--- config.mk ---
export PLATFORM = sky130hd
export DESIGN_NAME = seg7_scan_decoder_flat
export DESIGN_NICKNAME = d
export VERILOG_FILES = /design/src/rtl/seg7_pkg.sv /design/src/rtl/seg7_scan_decoder_if.sv /design/src/rtl/seg7_to_bcd.sv /design/src/rtl/seg7_scan_decoder.sv /design/src/flat_wrapper.sv
export SDC_FILE = /design/constraint.sdc
export NUM_CORES = 1
export LEC_CHECK = 0
export CORE_AREA = 8 8 151 153
export CTS_CLUSTER_SIZE = 14
export DETAILED_ROUTE_END_ITERATION = 12
export DIE_AREA = 0 0 159 161
export GPL_TIMING_DRIVEN = 0
export HOLD_SLACK_MARGIN = 0.12
export SETUP_SLACK_MARGIN = 0.4
export SLEW_MARGIN = 0
export SYNTH_ARGS = -nofsm -noshare
export SYNTH_HDL_FRONTEND = slang
export SYNTH_SLANG_ARGS = --single-unit
--- constraint.sdc ---
create_clock -name clk -period 8.1 [get_ports clk]
set_input_delay 0.81 -clock clk [delete_from_list [all_inputs] [get_ports clk]]
set_output_delay 0.81 -clock clk [all_outputs]
set_load 0.03 [all_outputs]
--- src/rtl/seg7_pkg.sv ---
// rtl/seg7_pkg.sv - shared 7-segment pattern constants and types for the scan decoder.
package seg7_pkg;

   typedef logic [6:0] seg7_pat_t;
   typedef logic [3:0] bcd_t;

   // Active-low patterns, bit order {g,f,e,d,c,b,a}
   localparam seg7_pat_t SEG7_DIG_0 = 7'b1000000;
   localparam seg7_pat_t SEG7_DIG_1 = 7'b1111001;
   localparam seg7_pat_t SEG7_DIG_2 = 7'b0100100;
   localparam seg7_pat_t SEG7_DIG_3 = 7'b0110000;
   localparam seg7_pat_t SEG7_DIG_4 = 7'b0011001;
   localparam seg7_pat_t SEG7_DIG_5 = 7'b0010010;
   localparam seg7_pat_t SEG7_DIG_6 = 7'b0000010;
   localparam seg7_pat_t SEG7_DIG_7 = 7'b1111000;
   localparam seg7_pat_t SEG7_DIG_8 = 7'b0000000;
   localparam seg7_pat_t SEG7_DIG_9 = 7'b0010000;
   localparam seg7_pat_t SEG7_DIG_A = 7'b0001000;
   localparam seg7_pat_t SEG7_DIG_B = 7'b0000011;
   localparam seg7_pat_t SEG7_DIG_C = 7'b1000110;
   localparam seg7_pat_t SEG7_DIG_D = 7'b0100001;
   localparam seg7_pat_t SEG7_DIG_E = 7'b0000110;
   localparam seg7_pat_t SEG7_DIG_F = 7'b0001110;
   localparam seg7_pat_t SEG7_BLANK = 7'b1111111;

   // True when exactly one active-low anode is asserted
   function automatic logic seg7_one_anode(input logic [3:0] an);
      return $onehot(~an);
   endfunction

endpackage

--- src/rtl/seg7_scan_decoder_if.sv ---
// rtl/seg7_scan_decoder_if.sv - display bus (seg/an) plus recovered-digit outputs of the scan decoder.
interface seg7_scan_decoder_if;
   import seg7_pkg::*;

   seg7_pat_t   seg;
   logic [3:0]  an;
   logic [15:0] digits;
   logic [3:0]  digit_valid;
   logic [3:0]  pattern_err;
   logic        update;

   modport master (
      output seg, an,
      input  digits, digit_valid, pattern_err, update
   );

   modport slave (
      input  seg, an,
      output digits, digit_valid, pattern_err, update
   );

endinterface

--- src/rtl/seg7_to_bcd.sv ---
// rtl/seg7_to_bcd.sv - combinational 7-segment pattern lookup; hex A..F decoded when SEG7_HEX_DECODE_EN is defined.
module seg7_to_bcd
   import seg7_pkg::*;
(
   input  seg7_pat_t pat_i,
   output logic      ok_o,
   output logic      blank_o,
   output bcd_t      bcd_o
);

   always_comb begin
      ok_o    = 1'b1;
      blank_o = 1'b0;
      bcd_o   = 4'd0;
      case (pat_i)
         SEG7_DIG_0: bcd_o = 4'd0;
         SEG7_DIG_1: bcd_o = 4'd1;
         SEG7_DIG_2: bcd_o = 4'd2;
         SEG7_DIG_3: bcd_o = 4'd3;
         SEG7_DIG_4: bcd_o = 4'd4;
         SEG7_DIG_5: bcd_o = 4'd5;
         SEG7_DIG_6: bcd_o = 4'd6;
         SEG7_DIG_7: bcd_o = 4'd7;
         SEG7_DIG_8: bcd_o = 4'd8;
         SEG7_DIG_9: bcd_o = 4'd9;
`ifdef SEG7_HEX_DECODE_EN
         SEG7_DIG_A: bcd_o = 4'd10;
         SEG7_DIG_B: bcd_o = 4'd11;
         SEG7_DIG_C: bcd_o = 4'd12;
         SEG7_DIG_D: bcd_o = 4'd13;
         SEG7_DIG_E: bcd_o = 4'd14;
         SEG7_DIG_F: bcd_o = 4'd15;
`endif
         SEG7_BLANK: begin
            ok_o    = 1'b0;
            blank_o = 1'b1;
         end
         default:    ok_o = 1'b0;
      endcase
   end

endmodule

--- src/rtl/seg7_scan_decoder.sv ---
// rtl/seg7_scan_decoder.sv - recovers four BCD digits from a multiplexed active-low seg/an bus.
// Hex digits A..F are accepted when SEG7_HEX_DECODE_EN is defined (see seg7_to_bcd).
module seg7_scan_decoder
   import seg7_pkg::*;
#(
   parameter int STABLE_CYCLES  = 16,
   parameter int TIMEOUT_CYCLES = 2_000_000
)
(
   input  logic              clk,
   input  logic              rst_n,
   seg7_scan_decoder_if.slave bus
);

   localparam int CW = $clog2(STABLE_CYCLES + 1);
   localparam int TW = $clog2(TIMEOUT_CYCLES);
   localparam logic [CW-1:0] STAB_MAX     = CW'(STABLE_CYCLES);
   localparam logic [TW-1:0] TIMER_RELOAD = TW'(TIMEOUT_CYCLES - 1);

   logic [10:0]   sync1_q, sync2_q, prev_q;
   logic [CW-1:0] stab_cnt_q, stab_cnt_d;
   logic [15:0]   digits_q, digits_d;
   logic [3:0]    valid_q, valid_d;
   logic [3:0]    err_q, err_d;
   logic          update_q, update_d;
   logic [TW-1:0] timer_q [4];
   logic [TW-1:0] timer_d [4];

   logic [3:0]    an_s;
   seg7_pat_t     seg_s;
   logic          dec_ok, dec_blank, accept;
   bcd_t          dec_bcd;

   assign an_s  = sync2_q[10:7];
   assign seg_s = sync2_q[6:0];

   seg7_to_bcd u_dec (
      .pat_i   (seg_s),
      .ok_o    (dec_ok),
      .blank_o (dec_blank),
      .bcd_o   (dec_bcd)
   );

   always_ff @(posedge clk or negedge rst_n) begin
      if (!rst_n) begin
         sync1_q    <= '0;
         sync2_q    <= '0;
         prev_q     <= '0;
         stab_cnt_q <= '0;
         digits_q   <= '0;
         valid_q    <= '0;
         err_q      <= '0;
         update_q   <= 1'b0;
         for (int i = 0; i < 4; i++) timer_q[i] <= '0;
      end else begin
         sync1_q    <= {bus.an, bus.seg};
         sync2_q    <= sync1_q;
         prev_q     <= sync2_q;
         stab_cnt_q <= stab_cnt_d;
         digits_q   <= digits_d;
         valid_q    <= valid_d;
         err_q      <= err_d;
         update_q   <= update_d;
         for (int i = 0; i < 4; i++) timer_q[i] <= timer_d[i];
      end
   end

   always_comb begin
      if (sync2_q != prev_q)        stab_cnt_d = '0;
      else if (stab_cnt_q == STAB_MAX) stab_cnt_d = stab_cnt_q;
      else                          stab_cnt_d = stab_cnt_q + CW'(1);

      // Acceptance looks at the next count so the digit register is the only stage after the match window
      accept = (stab_cnt_d == STAB_MAX) && seg7_one_anode(an_s);

      digits_d = digits_q;
      valid_d  = valid_q;
      err_d    = err_q;
      for (int i = 0; i < 4; i++) begin
         timer_d[i] = timer_q[i];
         if (accept && !an_s[i]) begin
            timer_d[i] = TIMER_RELOAD;
            if (dec_ok) begin
               digits_d[4*i +: 4] = dec_bcd;
               valid_d[i]         = 1'b1;
               err_d[i]           = 1'b0;
            end else begin
               valid_d[i] = 1'b0;
               err_d[i]   = !dec_blank;
            end
         end else if (timer_q[i] == '0) begin
            valid_d[i] = 1'b0;
         end else begin
            timer_d[i] = timer_q[i] - TW'(1);
         end
      end

      update_d = (digits_d != digits_q) || (valid_d != valid_q);
   end

   assign bus.digits      = digits_q;
   assign bus.digit_valid = valid_q;
   assign bus.pattern_err = err_q;
   assign bus.update      = update_q;

endmodule

--- src/flat_wrapper.sv ---
// flat-port wrapper written by rule: the top's interface ports become plain ports
module seg7_scan_decoder_flat import seg7_pkg::*;
#(
   parameter int STABLE_CYCLES  = 16,
   parameter int TIMEOUT_CYCLES = 2_000_000
)
  (clk, rst_n, bus_seg, bus_an, bus_digits, bus_digit_valid, bus_pattern_err, bus_update);
  seg7_scan_decoder_if bus_i ();
  input  logic clk;
  input  logic rst_n;
  input wire logic [$bits(bus_i.seg)-1:0] bus_seg;
  input wire logic [$bits(bus_i.an)-1:0] bus_an;
  output wire logic [$bits(bus_i.digits)-1:0] bus_digits;
  output wire logic [$bits(bus_i.digit_valid)-1:0] bus_digit_valid;
  output wire logic [$bits(bus_i.pattern_err)-1:0] bus_pattern_err;
  output wire logic [$bits(bus_i.update)-1:0] bus_update;
  assign bus_i.seg = bus_seg;
  assign bus_i.an = bus_an;
  assign bus_digits = bus_i.digits;
  assign bus_digit_valid = bus_i.digit_valid;
  assign bus_pattern_err = bus_i.pattern_err;
  assign bus_update = bus_i.update;
  seg7_scan_decoder #(.STABLE_CYCLES(STABLE_CYCLES), .TIMEOUT_CYCLES(TIMEOUT_CYCLES)) u_core (.clk(clk), .rst_n(rst_n), .bus(bus_i));
endmodule
==> impl_metrics.ini, run 1 <==
[pwr]
switchingPower_uw = 339
pwr-share-seq = 0.463
power_uw = 1610
sw_frac_of_total = 0.210
intPower_uw = 1280
pwr-share-clk = 0.505
cellPowerDensity_nw_per_um2 = 188
p_leak_uw = 0.00410
irDropWorstVdd_v = 0.000142
comb_power_share = 0.032

[floorplan]
fp.dieH_um = 161
die_w_um = 159
coreArea_um2 = 20600
io_pins = 38
die-area_um2 = 25600
start_util = 0.351
rows = 53

[place]
gp_congestion = 0.809
hpwl_um = 11300
placed_area_um2 = 7970
dp.cells = 1033
io_buffers = 37

[clocking]
cts_setup_buffers = 0
clock_latency_ns = 0.42
numCtsBuffers = 17
ctsResizeCount = 0
clk_path_buf_depth = 2
cts_hold_buf = 0
path_clk_slew_ns = 0.06
clock_sinks = 147
ctsHtreeMaxLevel = 4
root_buffer = clkbuf_16
cts_tree = done

[grt]
grt_overflow = 0
grt_pass1_vias = 5328
grt_max_degree = 84
grt_pass1_wl_um = 27200
antenna_found_initial = 0
grt_usage = 0.130

[finish]
finalNonFillerCells = 1063
syn_to_final_growth_pct = 18.8
drive_gt1_frac = 0.0698
design_area_um2 = 8580
antenna_cells = 0
fin_nets = 804
fill_cells = 2038

[sta]
report.final.slew_viol_count = 0
worst_pin_slew_ns = 0.805
hold_ws_ns = 0.347
finalSetupViolations = 0
post-route-min-period_ns = 3.91
slew_headroom = 0.458
period_share = 0.483
rsz0062_at_grt = no
finalHoldViolCount = 0
fin_skew_ns = 0.00966
fmax_mhz = 256
tns_ns = 0

[drt]
wirelength_um = 15900
ant_nets = 0
wl_per_cell_um = 15.0
firstDrtPassIters = 4
vias = 5359
drt_iter0_markers = 259
routed_via_density = 5.04
route.detailed.drc = 0

[logic_synthesis]
synth_seq_area_share = 0.509
synth_top_area_frac = 0.509
synth_nets = 746
synth_area_leaders = dfrtp_1 51%, xor2_1 5.0%, xnor2_1 4.6%
syn_inst = 719
avgSynthCellArea_um2 = 10.0
ys.flop_type = dfrtp_1
syn_area_um2 = 7220
synth_edf_count = 0
yosysTopAreaCell = dfrtp_1
synth.distinct_cells = 64
ys_ff_latch = 147
synthArstFlopShare = 1.00
ys_warn_count = 0

[setup_path]
slowest_delay_ns = 0.57
path_cells = inv_1, ha_1, ha_1, inv_1, fa_1, and4b_1, o31ai_2, or4_1, clkbuf_1, mux2i_1, a22o_1, or4_1
path_buf_inv = 3
slowest_stage = or4_1
cp.arrival_ns = 4.20
cpLargestDelayFamily = simple AND/OR/NAND/NOR gates
crit_fanout = 10
crit_path_start_kind = flip-flop
cp.required_ns = 8.39
path_class = reg2reg
end_kind = flip-flop

[status]
status = completed

[min_path]
hold_class = reg2reg

[flow_run]
maxCapViolCount = 0
[layout by cell type, fill, tap and decap left out, types with 3 or more instances in the layout]
cell / synthesis / routed
clkbuf_8: 0 / 4
nor2_1: 70 / 70
inv_1: 22 / 22
and2_1: 6 / 6
nand4_1: 9 / 9
o21ai_1: 3 / 3
o32ai_1: 3 / 3
bufinv_16: 0 / 3
o31ai_1: 3 / 3
nand4b_1: 9 / 9
clkbuf_1: 15 / 16
nor4_1: 17 / 17
ha_1: 13 / 13
buf_6: 2 / 3
o21ai_0: 50 / 50
nand2_1: 70 / 70
nand3b_1: 6 / 6
or4_1: 16 / 16
dfrtp_1: 147 / 147
clkbuf_16: 0 / 17
xor2_1: 41 / 41
or3_1: 16 / 16
mux2i_1: 6 / 6
nand3_1: 29 / 29
xnor2_1: 38 / 38
nand2b_1: 9 / 9
buf_2: 7 / 8
a2111oi_0: 3 / 3
and3_1: 9 / 9
clkinvlp_4: 0 / 3
nor3_1: 34 / 34
clkdlybuf4s50_1: 0 / 36
a21oi_1: 16 / 16
[final timing paths]
kind	start	endpoint	slack, ns	cells after the start
max	u_core.sync2_q[10]$_DFF_PN0_	u_core.bus.update$_DFF_PN0_	4.19	12
min	u_core.sync1_q[2]$_DFF_PN0_	u_core.sync2_q[2]$_DFF_PN0_	0.35	0
max reg2reg	u_core.sync2_q[10]$_DFF_PN0_	u_core.bus.update$_DFF_PN0_	4.19	12
min reg2reg	u_core.sync1_q[2]$_DFF_PN0_	u_core.sync2_q[2]$_DFF_PN0_	0.35	0
max in group asynchronous	rst_n	u_core.timer_q[37]$_DFFE_PN0P_	6.92	2
min in group asynchronous	rst_n	u_core.sync1_q[6]$_DFF_PN0_	0.38	1
[layer usage]
layer | part of all wire | GRT usage | vias up
li1 | - | - | 2657
met1 | 0.49 | 0.170 | 2614
met2 | 0.47 | 0.207 | 67
met3 | 0.030 | 0.0239 | 21
met4 | 0.018 | 0.0562 | 0
met5 | 0 | 0 | -
[flip-flops by register name, summed over array words and instances (netlist names)]
| name | cells |
|---|---|
| u_core.bus.pattern_err | 4 |
| u_core.timer_q | 84 |
| u_core.bus.update | 1 |
| u_core.bus.digit_valid | 4 |
| u_core.stab_cnt_q | 5 |
| u_core.sync1_q | 11 |
| u_core.bus.digits | 16 |
| u_core.sync2_q | 11 |
| u_core.prev_q | 11 |
[area by class of cell]
cell class	instances	area (µm²)	share of cell area
Sequential cell	147	3680	0.429
Tap cell	275	344	0.0401
Clock buffer	22	484	0.0564
Buffer	26	129	0.0150
Timing Repair Buffer	39	404	0.0471
Clock inverter	8	126	0.0147
Multi-Input combinational cell	524	3330	0.388
Inverter	22	82.6	0.00962
[worst register-to-register path, cell delays in order, from the launching register on]
cell and delay, ns:
dfrtp_1 0.55, inv_1 0.16, ha_1 0.31, ha_1 0.14
inv_1 0.05, fa_1 0.47, and4b_1 0.24, o31ai_2 0.13
or4_1 0.57, clkbuf_1 0.27, mux2i_1 0.18, a22o_1 0.20
or4_1 0.52
[per-stage QoR]
step / setup WS, ns / util
after floorplan: 4.61 / -
after global placement: 0.160 / 0.386
after detailed placement: 4.22 / 0.388
after CTS: 4.19 / 0.418
after global routing: 3.97 / 0.418
final: 4.19 / 0.418
[synthesized netlist by cell type, types with 6 or more instances]
library cell,number
a21oi_1,16
and2_1,6
and3_1,9
buf_2,7
clkbuf_1,15
dfrtp_1,147
ha_1,13
inv_1,22
mux2i_1,6
nand2_1,70
nand2b_1,9
nand3_1,29
nand3b_1,6
nand4_1,9
nand4b_1,9
nor2_1,70
nor3_1,34
nor4_1,17
o21ai_0,50
or3_1,16
or4_1,16
xnor2_1,38
xor2_1,41
[cell families after synthesis]
group	Yosys count	share of synthesized area
flip-flops	147	0.509
AO/OA/AOI/OAI	103	0.0939
buffers and inverters	48	0.0293
XOR/XNOR	79	0.0958
AND/OR/NAND/NOR	320	0.235
adder cells (fa/ha/maj)	14	0.0253
multiplexers	8	0.0114
[power groups by stage]
stage / combinational, µW / clock (µW) / sequential, µW
after CTS: 52.6 / 832 / 748
final: 51.1 / 815 / 748
after global routing: 58.3 / 864 / 749
after global placement: 50.9 / 0 / 762
after detailed placement: 52.4 / 0 / 762
after floorplan: 24.3 / 0 / 760
Power figures use the tool's default switching activity.
==> run 2: changes to the inputs <==
clock period = 3.48 ns   (was 8.1 ns; I/O delays follow)
==> run 2 against run 1 <==
Effect of this change:
- via count grew 1.5%
- largest cell class unchanged
- hold slack improved by 0.0011 ns
- critical path depth is 1 higher
- first-iteration DRC count rose by 16%
- clock-buffer cell count down 4
- critical endpoint unchanged
- critical path type unchanged
- highest routed layer unchanged
- global-route usage increased by 0.40 points
- clock skew decreased by 0.0018 ns
==> impl_metrics.ini, run 2 (synthesis gave the netlist of run 1 again) <==
[status]
status = completed

[finish]
antenna_cells = 0
mostFrequentLayoutCells = 144 x dfrtp_1, 70 x nor2_1, 70 x nand2_1
final-seq-area_um2 = 3680
fill_cells = 1986
multi_input_area_um2 = 3440
design_area_um2 = 8970
layout_commonest_cell = dfrtp_1
syn_to_final_growth_pct = 24.2
largest_reg_flops = 84
fin_nets = 817
regMostFlops = u_core.timer_q
drive_gt1_frac = 0.121

[drt]
route.detailed.drc = 0
firstDrtPassIters = 4
vias = 5437
routed_via_density = 5.04
drt_iter0_markers = 301
wl_per_cell_um = 15.3
wirelength_um = 16500
ant_nets = 0

[pwr]
power_uw = 3990
p_leak_uw = 0.00429
irDropWorstVdd_v = 0.000349
cellPowerDensity_nw_per_um2 = 445

[clocking]
clk_path_buf_depth = 2
ctsHtreeMaxLevel = 4
clock_latency_ns = 0.42
root_buffer = clkbuf_16
numCtsBuffers = 17
cts_tree = done
clock_sinks = 147
path_clk_slew_ns = 0.06

[place]
gp_congestion = 0.806
io_buffers = 37
hpwl_um = 11100
placed_area_um2 = 8030
pre_cts_ws_ns = -0.360

[floorplan]
io_pins = 38
rows = 53
die_w_um = 159
fp.dieH_um = 161
die-area_um2 = 25600
start_util = 0.351
coreArea_um2 = 20600

[setup_path]
end_kind = flip-flop
path_class = reg2reg
crit_path_start_kind = flip-flop
crit_fanout = 5
cp.arrival_ns = 3.75
cp.required_ns = 3.77

[grt]
grt_pass1_vias = 5443
grt_overflow = 0
grt_max_degree = 97
grt_usage = 0.134
grt_pass1_wl_um = 28000
antenna_found_initial = 0

[min_path]
hold_class = reg2reg

[sta]
rsz0062_at_grt = yes
fin_skew_ns = 0.00787
finalSetupViolations = 0
worst_pin_slew_ns = 1.14
report.final.slew_viol_count = 0
finalHoldViolCount = 0
slew_headroom = 0.234
tns_ns = 0
worst_slack_ns = 0.0201
period_share = 0.994
fmax_mhz = 289
post-route-min-period_ns = 3.46

[flow_run]
maxCapViolCount = 0
-- run 2: cell types whose count changed in the layout (fill, tap and decap cells not counted), moves of 4 or more --
cell and change:
buf_4 +7, o21ai_1 +8, o21ai_0 -9, inv_1 -4, or4_4 +4, clkbuf_1 -8, buf_6 +10, or4_1 -4
-- run 2: timing repair --
action,CTS,global route
setup buffers,13,0
gates resized for setup,29,24
setup endpoints to repair,95,81
pin swaps,8,2
hold buffers,1,0
endpoints found under the hold margin,95,0
-- run 2: path summary, 6_finish.rpt --
path                                                   to  cells past startpoint  slack, ns                          from
max                           u_core.bus.update$_DFF_PN0_                     13       0.02   u_core.sync2_q[8]$_DFF_PN0_
min                          u_core.sync2_q[10]$_DFF_PN0_                      0       0.35  u_core.sync1_q[10]$_DFF_PN0_
max reg2reg                   u_core.bus.update$_DFF_PN0_                     13       0.02   u_core.sync2_q[8]$_DFF_PN0_
min reg2reg                  u_core.sync2_q[10]$_DFF_PN0_                      0       0.35  u_core.sync1_q[10]$_DFF_PN0_
max in group asynchronous  u_core.bus.digits[7]$_DFF_PN0_                      3       2.12                         rst_n
min in group asynchronous     u_core.sync1_q[8]$_DFF_PN0_                      2       0.60                         rst_n
-- run 2: stage by stage --
| step | util | hold WS [ns] | std cells |
|---|---|---|---|
| 6_report | 0.436 | 0.348 | 1078 |
| 5_1_grt | 0.436 | 0.348 | 1078 |
| 4_1_cts | 0.435 | 0.345 | 1078 |
| 3_5_place_dp | 0.391 | 0.336 | 1032 |
| 3_3_place_gp | 0.389 | 0.332 | 1031 |
| 2_1_floorplan | - | 0.0524 | 719 |
-- run 2: power breakdown --
group          internal [µW]  switching, µW
Sequential              1730           8.57
Clock                   1360            748
Combinational           55.0           90.6
Total                   3140            847
-- run 2: final cells by class --
| class | instances | area share |
|---|---|---|
| flip-flops and latches | 147 | 0.410 |
| multi-input cells | 524 | 0.384 |
| repair buffers | 52 | 0.0586 |
| clock buffers | 18 | 0.0478 |
| well taps | 275 | 0.0383 |
| clock inverters | 14 | 0.0278 |
| plain buffers | 26 | 0.0240 |
| inverters | 22 | 0.00948 |
-- run 2: critical path, stage by stage, from the launching register on --
cell and delay, ns:
dfrtp_1 0.35, buf_6 0.13, inv_4 0.04, ha_4 0.25, ha_4 0.11, inv_2 0.03, fa_1 0.50, and4b_1 0.25
o31ai_4 0.11, or4_4 0.56, buf_8 0.14, mux2i_1 0.11, a22o_1 0.22, or4_4 0.52
-- run 2: per-layer routing --
layer / global-route usage / wire (µm)
met1: 0.171 / 7920
met2: 0.213 / 7530
met3: 0.0313 / 579
met4: 0.0600 / 465
met5: 0 / 0
==> run 3: changes to the inputs <==
MAX_ROUTING_LAYER = met4   (was not set)
==> run 3 against run 2 <==
Effect of this change:
- clock-buffer cell count is the same
- hold slack got worse by 0.00090 ns
- final area unchanged
- sequential power barely moved
- register-to-register slack hardly changed
- maximum frequency decreased by 0.10%
- sequential share of layout area stayed put
- clock power barely moved
- critical path type unchanged
- critical endpoint unchanged
- largest power group unchanged
==> impl_metrics.ini, run 3 (synthesis gave the netlist of run 1 again) <==
[status]
status = completed

[pwr]
power_uw = 3990
cellPowerDensity_nw_per_um2 = 445
p_leak_uw = 0.00429
irDropWorstVdd_v = 0.000349

[floorplan]
fp.dieH_um = 161
start_util = 0.351
die-area_um2 = 25600
rows = 53
coreArea_um2 = 20600
io_pins = 38
die_w_um = 159

[sta]
slew_headroom = 0.301
post-route-min-period_ns = 3.46
rsz0062_at_grt = yes
report.final.slew_viol_count = 0
fin_skew_ns = 0.00775
period_share = 0.995
finalHoldViolCount = 0
worst_pin_slew_ns = 1.04
fmax_mhz = 289
finalSetupViolations = 0

[clocking]
root_buffer = clkbuf_16
clock_latency_ns = 0.42
ctsHtreeMaxLevel = 4
clock_sinks = 147
numCtsBuffers = 17
path_clk_slew_ns = 0.06
clk_path_buf_depth = 2
cts_tree = done

[drt]
firstDrtPassIters = 5
route.detailed.drc = 0
wirelength_um = 16400
highest_layer = met4
wl_per_cell_um = 15.2
ant_nets = 0
drt_iter0_markers = 302
wl_met2_um = 7650
routed_via_density = 5.04
dr_wl_met3_um = 457
vias = 5429
wl_met1_um = 7870

[setup_path]
cp.required_ns = 3.77
crit_path_start_kind = flip-flop
slowest_delay_ns = 0.56
path_cells = buf_6, inv_4, ha_4, ha_4, inv_2, fa_1, and4b_1, o31ai_4, or4_4, buf_8, mux2i_1, a22o_1, or4_4
crit_fanout = 5
cpLargestDelayFamily = simple AND/OR/NAND/NOR gates
cp.arrival_ns = 3.75
path_buf_inv = 4
path_class = reg2reg
slowest_stage = or4_4
end_kind = flip-flop

[place]
dp.cells = 1032
io_buffers = 37
placed_area_um2 = 8030
gp_congestion = 0.818
hpwl_um = 11100

[grt]
grt_overflow = 0
grt_pass1_vias = 5448
grt_pass1_wl_um = 28000
grt_usage = 0.138
grt_max_degree = 97
antenna_found_initial = 0

[finish]
utilization = 0.436
layout_commonest_cell = dfrtp_1
design_area_um2 = 8970
fill_cells = 1986
fin_nets = 817
largest_reg_flops = 84
drive_gt1_frac = 0.121
regMostFlops = u_core.timer_q
multi_input_area_um2 = 3440
syn_to_final_growth_pct = 24.2
finalNonFillerCells = 1078
antenna_cells = 0
final-seq-area_um2 = 3680
mostFrequentLayoutCells = 144 x dfrtp_1, 70 x nor2_1, 70 x nand2_1

[min_path]
hold_class = reg2reg

[flow_run]
maxCapViolCount = 0
==> run 3: worst register-to-register path: cells and delay by family (launching register included) <==
family / cells / cell delay [ns]
AO/OA/AOI/OAI: 2 / 0.34
adder cells (fa/ha/maj): 3 / 0.86
buffers and inverters: 4 / 0.34
flip-flops: 1 / 0.35
multiplexers: 1 / 0.11
AND/OR/NAND/NOR: 3 / 1.34
==> run 3: area by class of cell <==
cell class,instances,area share
buffer,26,0.0240
clock buffer,18,0.0478
clock inverter,14,0.0278
inverter,22,0.00948
multi-input combinational,524,0.384
sequential,147,0.410
tap,275,0.0383
timing repair buffer,52,0.0586
==> run 3: path summary, 6_finish.rpt <==
kind	start	endpoint	slack (ns)	cells after the start
setup / recovery	u_core.sync2_q[8]$_DFF_PN0_	u_core.bus.update$_DFF_PN0_	0.02	13
hold / removal	u_core.sync1_q[10]$_DFF_PN0_	u_core.sync2_q[10]$_DFF_PN0_	0.35	0
setup reg to reg	u_core.sync2_q[8]$_DFF_PN0_	u_core.bus.update$_DFF_PN0_	0.02	13
hold reg to reg	u_core.sync1_q[10]$_DFF_PN0_	u_core.sync2_q[10]$_DFF_PN0_	0.35	0
max in group asynchronous	rst_n	u_core.bus.digits[12]$_DFF_PN0_	2.14	3
min in group asynchronous	rst_n	u_core.sync1_q[8]$_DFF_PN0_	0.59	2
==> run 3: layer usage <==
layer / GRT usage / vias up
met5: - / -
met4: 0.0600 / 0
met3: 0.0283 / 25
met2: 0.213 / 85
met1: 0.173 / 2631
li1: - / 2688
==> run 3: timing repair <==
action / CTS / global route
hold buffers: 1 / 0
pin swaps: 8 / 2
endpoints found under the setup margin: 95 / 81
endpoints found under the hold margin: 95 / 0
cloned: 0 / 0
setup buffers: 13 / 0
resized for setup: 29 / 24
==> run 3: power by group <==
part,leakage [µW],internal [µW],switching [µW]
registers,0.00198,1730,8.35
logic,0.00199,55.0,89.8
clock network,0.000331,1360,748
total,0.00429,3140,847
==> run 3: metrics by stage <==
stage                     setup TNS [ns]  hold slack (ns)  worst slack, ns
after detailed placement          -0.512            0.336           -0.360
after floorplan                        0           0.0524            0.141
after global routing              -0.132            0.348           -0.102
final                                  0            0.347           0.0165
after CTS                        -0.0193            0.345          -0.0193
after global placement           -594.21            0.332            -4.60
